`config.mk`:
```
export PLATFORM = sky130hd
export DESIGN_NAME = mmio_bus_ctrl
export DESIGN_NICKNAME = d
export VERILOG_FILES = /design/src/rtl/mmio_bus_pkg.sv /design/src/rtl/mmio_lfsr32.sv /design/src/rtl/mmio_bus_ctrl.sv
export SDC_FILE = /design/constraint.sdc
export NUM_CORES = 1
export LEC_CHECK = 0
export CORE_ASPECT_RATIO = 0.5
export CORE_MARGIN = 10
export CORE_UTILIZATION = 43
export DETAILED_ROUTE_END_ITERATION = 12
export PLACE_DENSITY = 0.82
export SYNTH_ARGS = -nofsm -noshare
export SYNTH_HDL_FRONTEND = slang
export SYNTH_SLANG_ARGS = --single-unit
export TNS_END_PERCENT = 50
```
`constraint.sdc`:
```
create_clock -name clk -period 2.55 [get_ports clk]
set_input_delay 0.51 -clock clk [delete_from_list [all_inputs] [get_ports clk]]
set_output_delay 0.51 -clock clk [all_outputs]
set_load 0.01 [all_outputs]
```
`src/rtl/mmio_bus_pkg.sv`:
```
// mmio_bus_pkg: shared types, widths and LFSR step function for the MMIO bus controller.
package mmio_bus_pkg;
  localparam int DATA_W = 32;
  localparam int NIB_W = 4;
  localparam logic [31:0] LFSR_TAPS = 32'h8020_0003;
  typedef enum logic [1:0] {IDLE, ACCESS, RESP} state_t;
  function automatic logic [31:0] lfsr_next(input logic [31:0] s);
    return (s >> 1) ^ (s[0] ? LFSR_TAPS : 32'h0);
  endfunction
endpackage

```
`src/rtl/mmio_lfsr32.sv`:
```
// mmio_lfsr32: 32-bit Galois LFSR with seed load, step enable and a guard that never lets the state reach 0.
module mmio_lfsr32
  import mmio_bus_pkg::*;
#(
  parameter logic [31:0] SEED = 32'h0000_0001
) (
  input  logic        clk,
  input  logic        rst,
  input  logic        load,
  input  logic [31:0] seed,
  input  logic        step,
  output logic [31:0] state
);
  localparam logic [31:0] RST_VAL = (SEED == 32'h0) ? 32'h1 : SEED;
  logic [31:0] state_q, state_d, nxt;
  always_comb begin
    nxt = load ? seed : step ? lfsr_next(state_q) : state_q;
    state_d = (nxt == 32'h0) ? 32'h1 : nxt;
  end
  always_ff @(posedge clk or negedge rst) begin
    if (!rst) state_q <= RST_VAL;
    else state_q <= state_d;
  end
  assign state = state_q;
endmodule

```
`src/rtl/mmio_bus_ctrl.sv`:
```
// mmio_bus_ctrl: CPU-to-slave MMIO controller with nibble decode, req/ack handshake, timeout and LFSR source.
// Optional MMIO_ERR_CAPTURE_EN adds error address/count capture and an err_cnt clear via the random source.
module mmio_bus_ctrl
  import mmio_bus_pkg::*;
#(
  parameter int                    NUM_SLV   = 4,
  parameter logic [4*NUM_SLV-1:0]  BASE_MAP  = {4'hF, 4'hE, 4'hD, 4'h0},
  parameter logic [3:0]            RAND_NIB  = 4'hC,
  parameter int                    TIMEOUT   = 15,
  parameter logic [31:0]           LFSR_SEED = 32'h0000_0001
) (
  input  logic                      clk,
  input  logic                      rst,
  input  logic                      mem_req,
  input  logic                      mem_w,
  input  logic [31:0]               addr_bus,
  input  logic [31:0]               Cpu_data2bus,
  output logic [31:0]               Cpu_data4bus,
  output logic                      bus_ready,
  output logic                      bus_err,
  output logic [NUM_SLV-1:0]        slv_sel,
  output logic                      slv_we,
  output logic [27:0]               slv_addr,
  output logic [31:0]               slv_wdata,
  input  logic [32*NUM_SLV-1:0]     slv_rdata,
  input  logic [NUM_SLV-1:0]        slv_ack,
  output logic [31:0]               err_addr,
  output logic [7:0]                err_cnt
);
  localparam int CNT_W = $clog2(TIMEOUT + 1);
`ifdef MMIO_ERR_CAPTURE_EN
  localparam bit ERR_EN = 1'b1;
`else
  localparam bit ERR_EN = 1'b0;
`endif
  state_t state_q, state_d;
  logic [27:0] addr_q, addr_d;
  logic [DATA_W-1:0] wdata_q, wdata_d, rdata_q, rdata_d, sel_rdata, lfsr;
  logic [NUM_SLV-1:0] sel_q, sel_d, hit_oh;
  logic we_q, we_d, err_q, err_d, ack_hit, is_rand, lfsr_load, lfsr_step;
  logic [CNT_W-1:0] cnt_q, cnt_d;
  // Descending scan so the lowest matching channel is the last one written.
  always_comb begin
    hit_oh = '0;
    for (int i = NUM_SLV - 1; i >= 0; i--)
      if (BASE_MAP[NIB_W*i +: NIB_W] == addr_bus[31:28]) begin
        hit_oh = '0;
        hit_oh[i] = 1'b1;
      end
    sel_rdata = '0;
    for (int i = 0; i < NUM_SLV; i++)
      if (sel_q[i]) sel_rdata = slv_rdata[DATA_W*i +: DATA_W];
  end
  assign ack_hit = |(slv_ack & sel_q);
  assign is_rand = addr_bus[31:28] == RAND_NIB;
  always_comb begin
    state_d = state_q;
    addr_d = addr_q;
    wdata_d = wdata_q;
    rdata_d = rdata_q;
    sel_d = sel_q;
    we_d = we_q;
    err_d = err_q;
    cnt_d = cnt_q;
    lfsr_load = 1'b0;
    lfsr_step = 1'b0;
    case (state_q)
      IDLE: if (mem_req) begin
        addr_d = addr_bus[27:0];
        wdata_d = Cpu_data2bus;
        err_d = 1'b0;
        state_d = (|hit_oh) ? ACCESS : RESP;
        if (|hit_oh) begin
          sel_d = hit_oh;
          we_d = mem_w;
          cnt_d = '0;
        end else if (is_rand) begin
          rdata_d = mem_w ? rdata_q : lfsr;
          lfsr_step = !mem_w;
          lfsr_load = mem_w && !(ERR_EN && addr_bus[2]);
        end else begin
          err_d = 1'b1;
          rdata_d = mem_w ? rdata_q : '0;
        end
      end
      ACCESS: begin
        cnt_d = (cnt_q == CNT_W'(TIMEOUT)) ? cnt_q : cnt_q + 1'b1;
        if (ack_hit || cnt_q == CNT_W'(TIMEOUT - 1)) begin
          state_d = RESP;
          sel_d = '0;
          we_d = 1'b0;
          err_d = !ack_hit;
          rdata_d = we_q ? rdata_q : ack_hit ? sel_rdata : '0;
        end
      end
      RESP: state_d = IDLE;
      default: state_d = IDLE;
    endcase
  end
  always_ff @(posedge clk or negedge rst) begin
    if (!rst) begin
      state_q <= IDLE;
      addr_q <= '0;
      wdata_q <= '0;
      rdata_q <= '0;
      sel_q <= '0;
      we_q <= 1'b0;
      err_q <= 1'b0;
      cnt_q <= '0;
    end else begin
      state_q <= state_d;
      addr_q <= addr_d;
      wdata_q <= wdata_d;
      rdata_q <= rdata_d;
      sel_q <= sel_d;
      we_q <= we_d;
      err_q <= err_d;
      cnt_q <= cnt_d;
    end
  end
  mmio_lfsr32 #(.SEED(LFSR_SEED)) u_lfsr (
    .clk  (clk),
    .rst  (rst),
    .load (lfsr_load),
    .seed (Cpu_data2bus),
    .step (lfsr_step),
    .state(lfsr)
  );
  assign Cpu_data4bus = rdata_q;
  assign bus_ready = state_q == RESP;
  assign bus_err = (state_q == RESP) && err_q;
  assign slv_sel = sel_q;
  assign slv_we = we_q;
  assign slv_addr = addr_q;
  assign slv_wdata = wdata_q;
`ifdef MMIO_ERR_CAPTURE_EN
  logic [3:0] nib_q, nib_d;
  logic [31:0] err_addr_q, err_addr_d;
  logic [7:0] err_cnt_q, err_cnt_d;
  logic err_clr, err_resp;
  assign err_clr = state_q == IDLE && mem_req && !(|hit_oh) && is_rand && mem_w && addr_bus[2];
  assign err_resp = state_q == RESP && err_q;
  always_comb begin
    nib_d = (state_q == IDLE && mem_req) ? addr_bus[31:28] : nib_q;
    err_addr_d = err_resp ? {nib_q, addr_q} : err_addr_q;
    err_cnt_d = err_clr ? 8'h00 : (err_resp && !(&err_cnt_q)) ? err_cnt_q + 8'h01 : err_cnt_q;
  end
  always_ff @(posedge clk or negedge rst) begin
    if (!rst) begin
      nib_q <= '0;
      err_addr_q <= '0;
      err_cnt_q <= '0;
    end else begin
      nib_q <= nib_d;
      err_addr_q <= err_addr_d;
      err_cnt_q <= err_cnt_d;
    end
  end
  assign err_addr = err_addr_q;
  assign err_cnt = err_cnt_q;
`else
  assign err_addr = '0;
  assign err_cnt = '0;
`endif
endmodule

```
==> key figures, run 1 <==
Logic synthesis
  • Adder-Cell Fraction of Synth Area: less than 1%
  • Syn Std Cell Area: between 7000 and 8000 µm²
  • Register area share after synthesis: 45.1%
  • Post-synthesis xor/xnor area fraction: less than 1%
  • Simple-gate portion of the synthesized area: a little over a tenth
  • Synth cell types: 52
  • Main combinational cell family by area after synthesis: multiplexers
  • Syn. warnings: 0
  • Post-synth top cells: dfrtp_1, nand2_1, mux2_2
  • Top cell type's share of synthesized area: 44.7%
  • Most frequent cell after synthesis: dfrtp_1
  • Syn Area/Cell: 10.9 µm²
  • Async S/R FF share, synth: 100%
  • Flip-flop and latch count after synthesis: 136
  • Synth area leader: dfrtp_1
  • Largest cells by area after synthesis: dfrtp_1, mux2_2, mux2_4
  • Post-Syn Instances: between 600 and 700
  • Post-synth EDFFs: 0
  • Top FF cell, synth: dfrtp_1
  • Mux share of post-synthesis cell area: 19.9%
  • Post-synthesis compound-gate area fraction: 15.5%

Timing
  • Final Max Tran Viols: 0
  • Slew headroom: 18.3%
  • Final period utilization: between 90% and 100%
  • Worst-Margin Slew: about 1.2 ns
  • Fin. Hold Viols: 0
  • Final setup viols: 0
  • Highest Clock Rate: 0.416 GHz
  • Final worst slack: about 0.15 ns
  • Clock skew: between 0.007 and 0.008 ns
  • Sum Neg Setup Slack: 0 ns
  • Tmin final: between 2 and 2.5 ns
  • RSZ-0062 raised after global routing: no

Drt
  • Routed WL: around 27000 µm
  • Met2 WL post-DR: approximately 15000 µm
  • Top sig layer: met4
  • Antenna viol nets, final: 0
  • Vias per Instance: 5.40
  • Routed wl met3: approximately 1400 µm
  • WL per Instance: 22.1 µm
  • Number of vias in the routed layout: about 6600
  • First-pass DRT Iterations: 5
  • DRC Markers: 0
  • Iter 0 DRT Violations: 573
  • Metal1 wirelength: ~11000 µm

CTS
  • Max Buffers Root-to-Sink: 2
  • H-Tree Depth: 4
  • Clk_lat worst skew: ~0.41 ns
  • CTS clk-pin slew, worst paths: ~0.060 ns
  • Root Buffer: clkbuf_16
  • CTS tree: done
  • Clock Sinks: 136
  • Inserted Clock Buffers: 17

Placement
  • DP HPWL: around 21000 µm
  • Place WS: -0.156 ns
  • Area after DPL: ~11000 µm²
  • Port bufs: 298
  • Gpl congestion: 0.857

Global routing
  • Initial antenna violation count: 2
  • Grt ovf: 0
  • Global Route Usage Sum: 22.2%
  • Global-route wire length before repair: between 40000 and 50000 µm
  • Vias in the first global route: roughly 7300
  • Largest net degree at the start of global routing: 67

Cells and area
  • Area Overhead vs Synth: 48.8%
  • Util after Layout: between 60% and 70%
  • Fin area: about 11000 µm²
  • Footprint of the multi-input gates: 3740 µm²
  • Fin nets: between 1000 and 1500
  • Share of layout cells above drive strength 1: 16.5%
  • Fillers: 1352
  • FF+latch area: around 3400 µm²

Floorplan
  • Initial Util: 43.6%
  • Core Rows: 34
  • Top-Level Pins: approximately 340
  • Die Y: between 100 and 150 µm
  • Die area: about 24000 µm²
  • Die Wd: between 200 and 250 µm
  • Core outline area: about 17000 µm²

Critical path
  • Critical path arrival: ~1.9 ns
  • Crit. End Element: primary output
  • Critical Path Fanout Max: 36
  • Crit Path Category: flop to primary output
  • Critical Path Source Type: flop
  • Worst EP required: around 2.0 ns

Power
  • Power density cells: between 900 and 1000 nW/µm²
  • Max rail drop VDD: between 0.5 and 0.6 mV
  • Lkg Pwr: ~4.7 nW

Run status
  • Status: completed

Hold path
  • Worst min path class: input port to async pin

Flow run
  • Number of max-cap violations: 0
[layout make-up]
| cell class | instances | share of cell area (%) |
|---|---|---|
| Timing Repair Buffer | 324 | 28.7 |
| Antenna cell | 2 | 0.0445 |
| Tap cell | 234 | 2.60 |
| Clock inverter | 9 | 0.924 |
| Sequential cell | 136 | 30.3 |
| Multi-Input combinational cell | 497 | 33.3 |
| Clock buffer | 21 | 3.92 |
| Inverter | 7 | 0.234 |
[flip-flops by register name (all words and copies together), names as in the netlist]
register      cells
slv_addr         28
Cpu_data4bus     32
err_q             1
slv_we            1
slv_wdata        32
cnt_q             4
u_lfsr.state     32
state_q           2
slv_sel           4
[per-stage QoR]
stage                     hold slack (ns)  power (W)  std cells
final                              0.0690     0.0111       1230
after CTS                          0.0967     0.0111       1228
after global routing                0.112     0.0117       1229
after global placement              0.473    0.00857       1198
after floorplan                     0.214    0.00633        731
after detailed placement            0.480    0.00874       1198
[power by group]
part | internal (W) | switching, W | leakage (nW)
Clock | 0.00142 | 0.000914 | 0.263
Sequential | 0.00301 | 0.000742 | 1.72
Combinational | 0.00272 | 0.00229 | 2.76
Total | 0.00715 | 0.00394 | 4.74
[final timing paths]
path	from	endpoint	slack, ns	depth (start not counted)
min in group clk	err_q	err_q	0.50	2
min reg2reg	err_q	err_q	0.50	2
max reg2reg	slv_sel[1]	Cpu_data4bus[28]	0.25	7
max	slv_sel[1]	slv_sel[1]	0.15	2
max in group asynchronous	rst	u_lfsr.state[7]	1.76	2
min	rst	slv_wdata[5]	0.07	1
[layout by cell type (no fill, tap or decap), types with 31 or more instances in the layout]
cell type	n
clkdlybuf4s50_1	296
dfrtp_1	132
nand2_1	71
mux2_2	65
conb_1	40
a22o_1	34
o21ai_0	33
mux2i_1	32
o31ai_1	32
a221oi_1	31
nor2b_1	31
[critical path: stages (launching register included)]
cell	delay [ns]
dfrtp_1	0.39
buf_4	0.42
clkdlybuf4s50_1	0.66
[layer usage]
metal | GRT usage, % | vias to the layer above
li1 | - | 3048
met1 | 25.3 | 3333
met2 | 41.1 | 226
met3 | 4.67 | 39
met4 | 7.15 | 0
met5 | 0 | -
[timing repair]
action | 4_1_cts | 5_1_grt
hold endpoints to repair | 0 | 0
gates resized for setup | 0 | 4
setup buffers | 0 | 0
hold buffers | 0 | 0
endpoints found under the setup margin | 0 | 32
[logic make-up (layout without fill, tap and decap cells)]
| group | count (synthesis) | after routing |
|---|---|---|
| XOR/XNOR | 4 | 4 |
| multiplexers | 127 | 127 |
| adder cells (fa/ha/maj) | 2 | 2 |
| flip-flops | 136 | 136 |
| AO/OA/AOI/OAI | 159 | 159 |
| AND/OR/NAND/NOR | 165 | 165 |
| buffers and inverters | 98 | 361 |
| other | 1 | 42 |
(Power assumes the default switching activity.)
==> inputs of run 2 (changes only) <==
CORE_UTILIZATION = 42   (was 43)
CTS_BUF_LIST = sky130_fd_sc_hd__clkbuf_16   (was not set)
PLACE_DENSITY = 0.81   (was 0.82)
SYNTH_HIERARCHICAL = 1   (was not set)
==> run 2 against run 1 <==
  * Sequential share of layout area fell by 0.88 points
  * Sequential power about the same
  * Final area rose by 2.9%
  * Count of clock-buffer cells in the layout down 4
  * Total power grew 6.5%
  * Combinational power is 12% higher
==> key figures, run 2 <==
Run status
  • Status: completed

Floorplan
  • Die area: 24000 µm² (+1.5%)
  • Initial Util: 43.1% (-0.58 points)
  • Core outline area: 17400 µm² (+0.74%)
  • Top-Level Pins: 339 (unchanged)
  • Die Wd: 209 µm (+0.80%)
  • Die Y: 115 µm (+0.73%)
  • Core Rows: 34 (unchanged)

Timing
  • Worst-Margin Slew: 0.711 ns (-0.511 ns)
  • Final worst slack: 0.0412 ns (-0.105 ns)
  • Final Max Tran Viols: 0 (unchanged)
  • Tmin final: 2.51 ns (+0.105 ns)
  • Hold WS: 0.0620 ns (-0.00702 ns)
  • Clock skew: 0.00560 ns (-0.00176 ns)
  • Sum Neg Setup Slack: 0 ns (unchanged)
  • Final period utilization: 98.4% (+4.1 points)
  • Final setup viols: 0 (unchanged)
  • Slew headroom: 52.2% (+34 points)
  • Highest Clock Rate: 0.399 GHz (-4.2%)
  • Fin. Hold Viols: 0 (unchanged)

Hold path
  • Worst min path class: input port to async pin

Global routing
  • Global-route wire length before repair: 43300 µm (+3.0%)
  • Vias in the first global route: 7492 (+3.3%)
  • Initial antenna violation count: 2 (unchanged)
  • Grt ovf: 0 (unchanged)
  • Largest net degree at the start of global routing: 66 (-1.5%)
  • Global Route Usage Sum: 22.8% (+0.63 points)

Logic synthesis
  • Syn. warnings: 6 (+6)
  • Async S/R FF share, synth: 100% (unchanged)
  • Flip-flop and latch count after synthesis: 136 (unchanged)
  • Largest cells by area after synthesis: dfrtp_1, nand2_1, a32o_1
  • Post-synthesis xor/xnor area fraction: 0.350% (-0.11 points)
  • Main combinational cell family by area after synthesis: simple AND/OR/NAND/NOR gates
  • Most frequent cell after synthesis: nand2_1
  • Syn Area/Cell: 9.58 µm² (-12%)
  • Synth cell types: 53 (+1.9%)
  • Post-synthesis compound-gate area fraction: 16.5% (+0.99 points)
  • Top cell type's share of synthesized area: 45.0% (+0.27 points)
  • Simple-gate portion of the synthesized area: 20.7% (+9.8 points)
  • Adder-Cell Fraction of Synth Area: 0.333% (+0.0020 points)
  • Syn Std Cell Area: 7510 µm² (-0.60%)
  • Register area share after synthesis: 45.3% (+0.27 points)
  • Post-Syn Instances: 784 (+13%)
  • Synth area leader: dfrtp_1
  • Post-synth top cells: nand2_1, dfrtp_1, buf_4
  • Top FF cell, synth: dfrtp_1
  • Post-synth EDFFs: 0 (unchanged)
  • Mux share of post-synthesis cell area: 8.80% (-11 points)

CTS
  • Root Buffer: clkbuf_16
  • Clk_lat worst skew: 0.41 ns (about the same)
  • Clock Sinks: 136 (unchanged)
  • H-Tree Depth: 4 (unchanged)
  • CTS Hold Bufs: 0 (unchanged)
  • CTS tree: done
  • CTS clk-pin slew, worst paths: 0.06 ns (about the same)
  • Max Buffers Root-to-Sink: 2 (unchanged)
  • Inserted Clock Buffers: 17 (unchanged)

Power
  • Lkg Pwr: 5.54 nW (+17%)
  • Part of the power in registers: 31.5% (-2.3 points)
  • Sw frac: 37.7% (+2.2 points)
  • Clk pwr share: 21.0% (about the same)
  • Switch Pwr: 0.00446 W (+13%)
  • Power density cells: 1020 nW/µm² (+3.5%)
  • Pint: 0.00736 W (+2.8%)
  • Combinational share of power: 47.5% (+2.3 points)
  • Max rail drop VDD: 0.679 mV (+31%)

Placement
  • Place WS: -0.628 ns (-0.471 ns)
  • Area after DPL: 10800 µm² (+1.2%)
  • DP HPWL: 21700 µm (+4.3%)
  • Gpl congestion: 0.873 (+1.9%)
  • Port bufs: 298 (unchanged)

Critical path
  • Worst reg2reg path depth: 11 (+4)
  • Critical Path Source Type: flop
  • Crit path cell chain: or3b_4, nor2_4, nand2_2, nor2_4, buf_12, buf_4, mux2i_1, o21ai_1, nor4_1, nand4_1, o21ai_1
  • CP max stage delay: 0.42 ns (-0.24 ns)
  • Critical Path Fanout Max: 8 (-78%)
  • R2r startpoint: state_q[0]
  • Cell family with most CP delay: simple AND/OR/NAND/NOR gates
  • Reg2reg end: u_lfsr/state[0]
  • Worst EP required: 2.89 ns (+0.85 ns)
  • Critical path arrival: 2.85 ns (+0.96 ns)
  • Slowest cell on crit path: or3b_4
  • CP Buf/Inv Count: 2 (unchanged)
  • Worst reg2reg setup slack: 0.04 ns (-0.21 ns)
  • Crit. End Element: flop
  • Crit Path Category: flop to flop

Cells and area
  • Area Overhead vs Synth: 54.1%
  • Fin nets: 1297 (+9.5%)
  • Share of layout cells above drive strength 1: 10.9% (-5.6 points)
  • Fin area: 11600 µm² (+2.9%)
  • Most frequent cells in the layout: clkdlybuf4s50_1, nand2_1, dfrtp_1
  • Util after Layout: 66.4% (+1.4 points)
  • Most common cell after layout, fill and taps aside: clkdlybuf4s50_1

Drt
  • Antenna viol nets, final: 0 (unchanged)
  • Routed WL: 28700 µm (+5.6%)
  • DRC Markers: 0 (unchanged)
  • Vias per Instance: 5.36 (-0.74%)
  • First-pass DRT Iterations: 5 (unchanged)
  • Iter 0 DRT Violations: 593 (+3.5%)
  • Number of vias in the routed layout: 7203 (+8.4%)
  • WL per Instance: 21.3 µm (-3.3%)

Flow run
  • Number of max-cap violations: 0 (unchanged)
run 2: cell count changes after synthesis, sizes merged, moves of 6 or more:
cell	change
mux2	-63
nand2b	+31
a21oi	-6
and3b	+32
nand2	+147
a21o	+32
nor2	-11
a211o	+32
a32o	+33
o31ai	-29
a22o	-34
nor2b	-30
a221oi	-31
run 2: cells by family after synthesis:
kind of cell | after synthesis
simple gates | 323
mux | 62
compound gates | 157
xor+xnor | 3
other cells | 1
buf+inv | 100
flops | 136
fa+ha+maj | 2
run 2: cell type report:
cell class / count / area (µm²)
fillers: 1359 / 5870
flip-flops and latches: 136 / 3410
well taps: 234 / 293
clock buffers: 17 / 425
diodes: 2 / 5.00
multi-input cells: 587 / 3730
clock inverters: 14 / 160
repair buffers: 350 / 3540
inverters: 3 / 11.3
run 2: how the worst max path moves through the flow:
stage / startpoint / depth (start not counted) / slack, ns / end
after detailed placement: mem_req / 11 / -0.63 / u_lfsr/state[0]
after global placement: mem_req / 11 / -0.57 / u_lfsr/state[0]
after CTS: state_q[0] / 11 / 0.12 / u_lfsr/state[0]
after global routing: state_q[0] / 11 / -0.04 / u_lfsr/state[0]
after floorplan: state_q[0] / 13 / 0.06 / u_lfsr/state[0]
final: state_q[0] / 11 / 0.04 / u_lfsr/state[0]
run 2: power groups by stage:
stage	registers (W)	clock network, W	logic (W)
after detailed placement	0.00372	0	0.00552
after CTS	0.00371	0.00251	0.00560
after global placement	0.00369	0	0.00537
after floorplan	0.00377	0	0.00270
final	0.00372	0.00248	0.00562
after global routing	0.00383	0.00261	0.00608
run 2: routing by layer:
metal | routed length, µm | GRT usage [%] | vias to the layer above
met5 | 0 | 0 | -
met4 | 664 | 8.00 | 0
met3 | 1910 | 5.23 | 46
met2 | 14500 | 40.2 | 309
met1 | 11600 | 27.0 | 3541
li1 | - | - | 3307
run 2: timing repair:
| action | CTS | global route |
|---|---|---|
| hold endpoints to repair | 0 | 0 |
| buffers inserted | 6 | 2 |
| gates cloned | 1 | 0 |
| endpoints found under the setup margin | 1 | 1 |
| gates resized for setup | 12 | 10 |
| pin swaps | 10 | 6 |
run 2: through the flow:
stage,power (W),cells
floorplan,0.00647,823
global placement,0.00906,1301
detailed placement,0.00924,1301
CTS,0.0118,1339
global route,0.0125,1343
finish,0.0118,1343
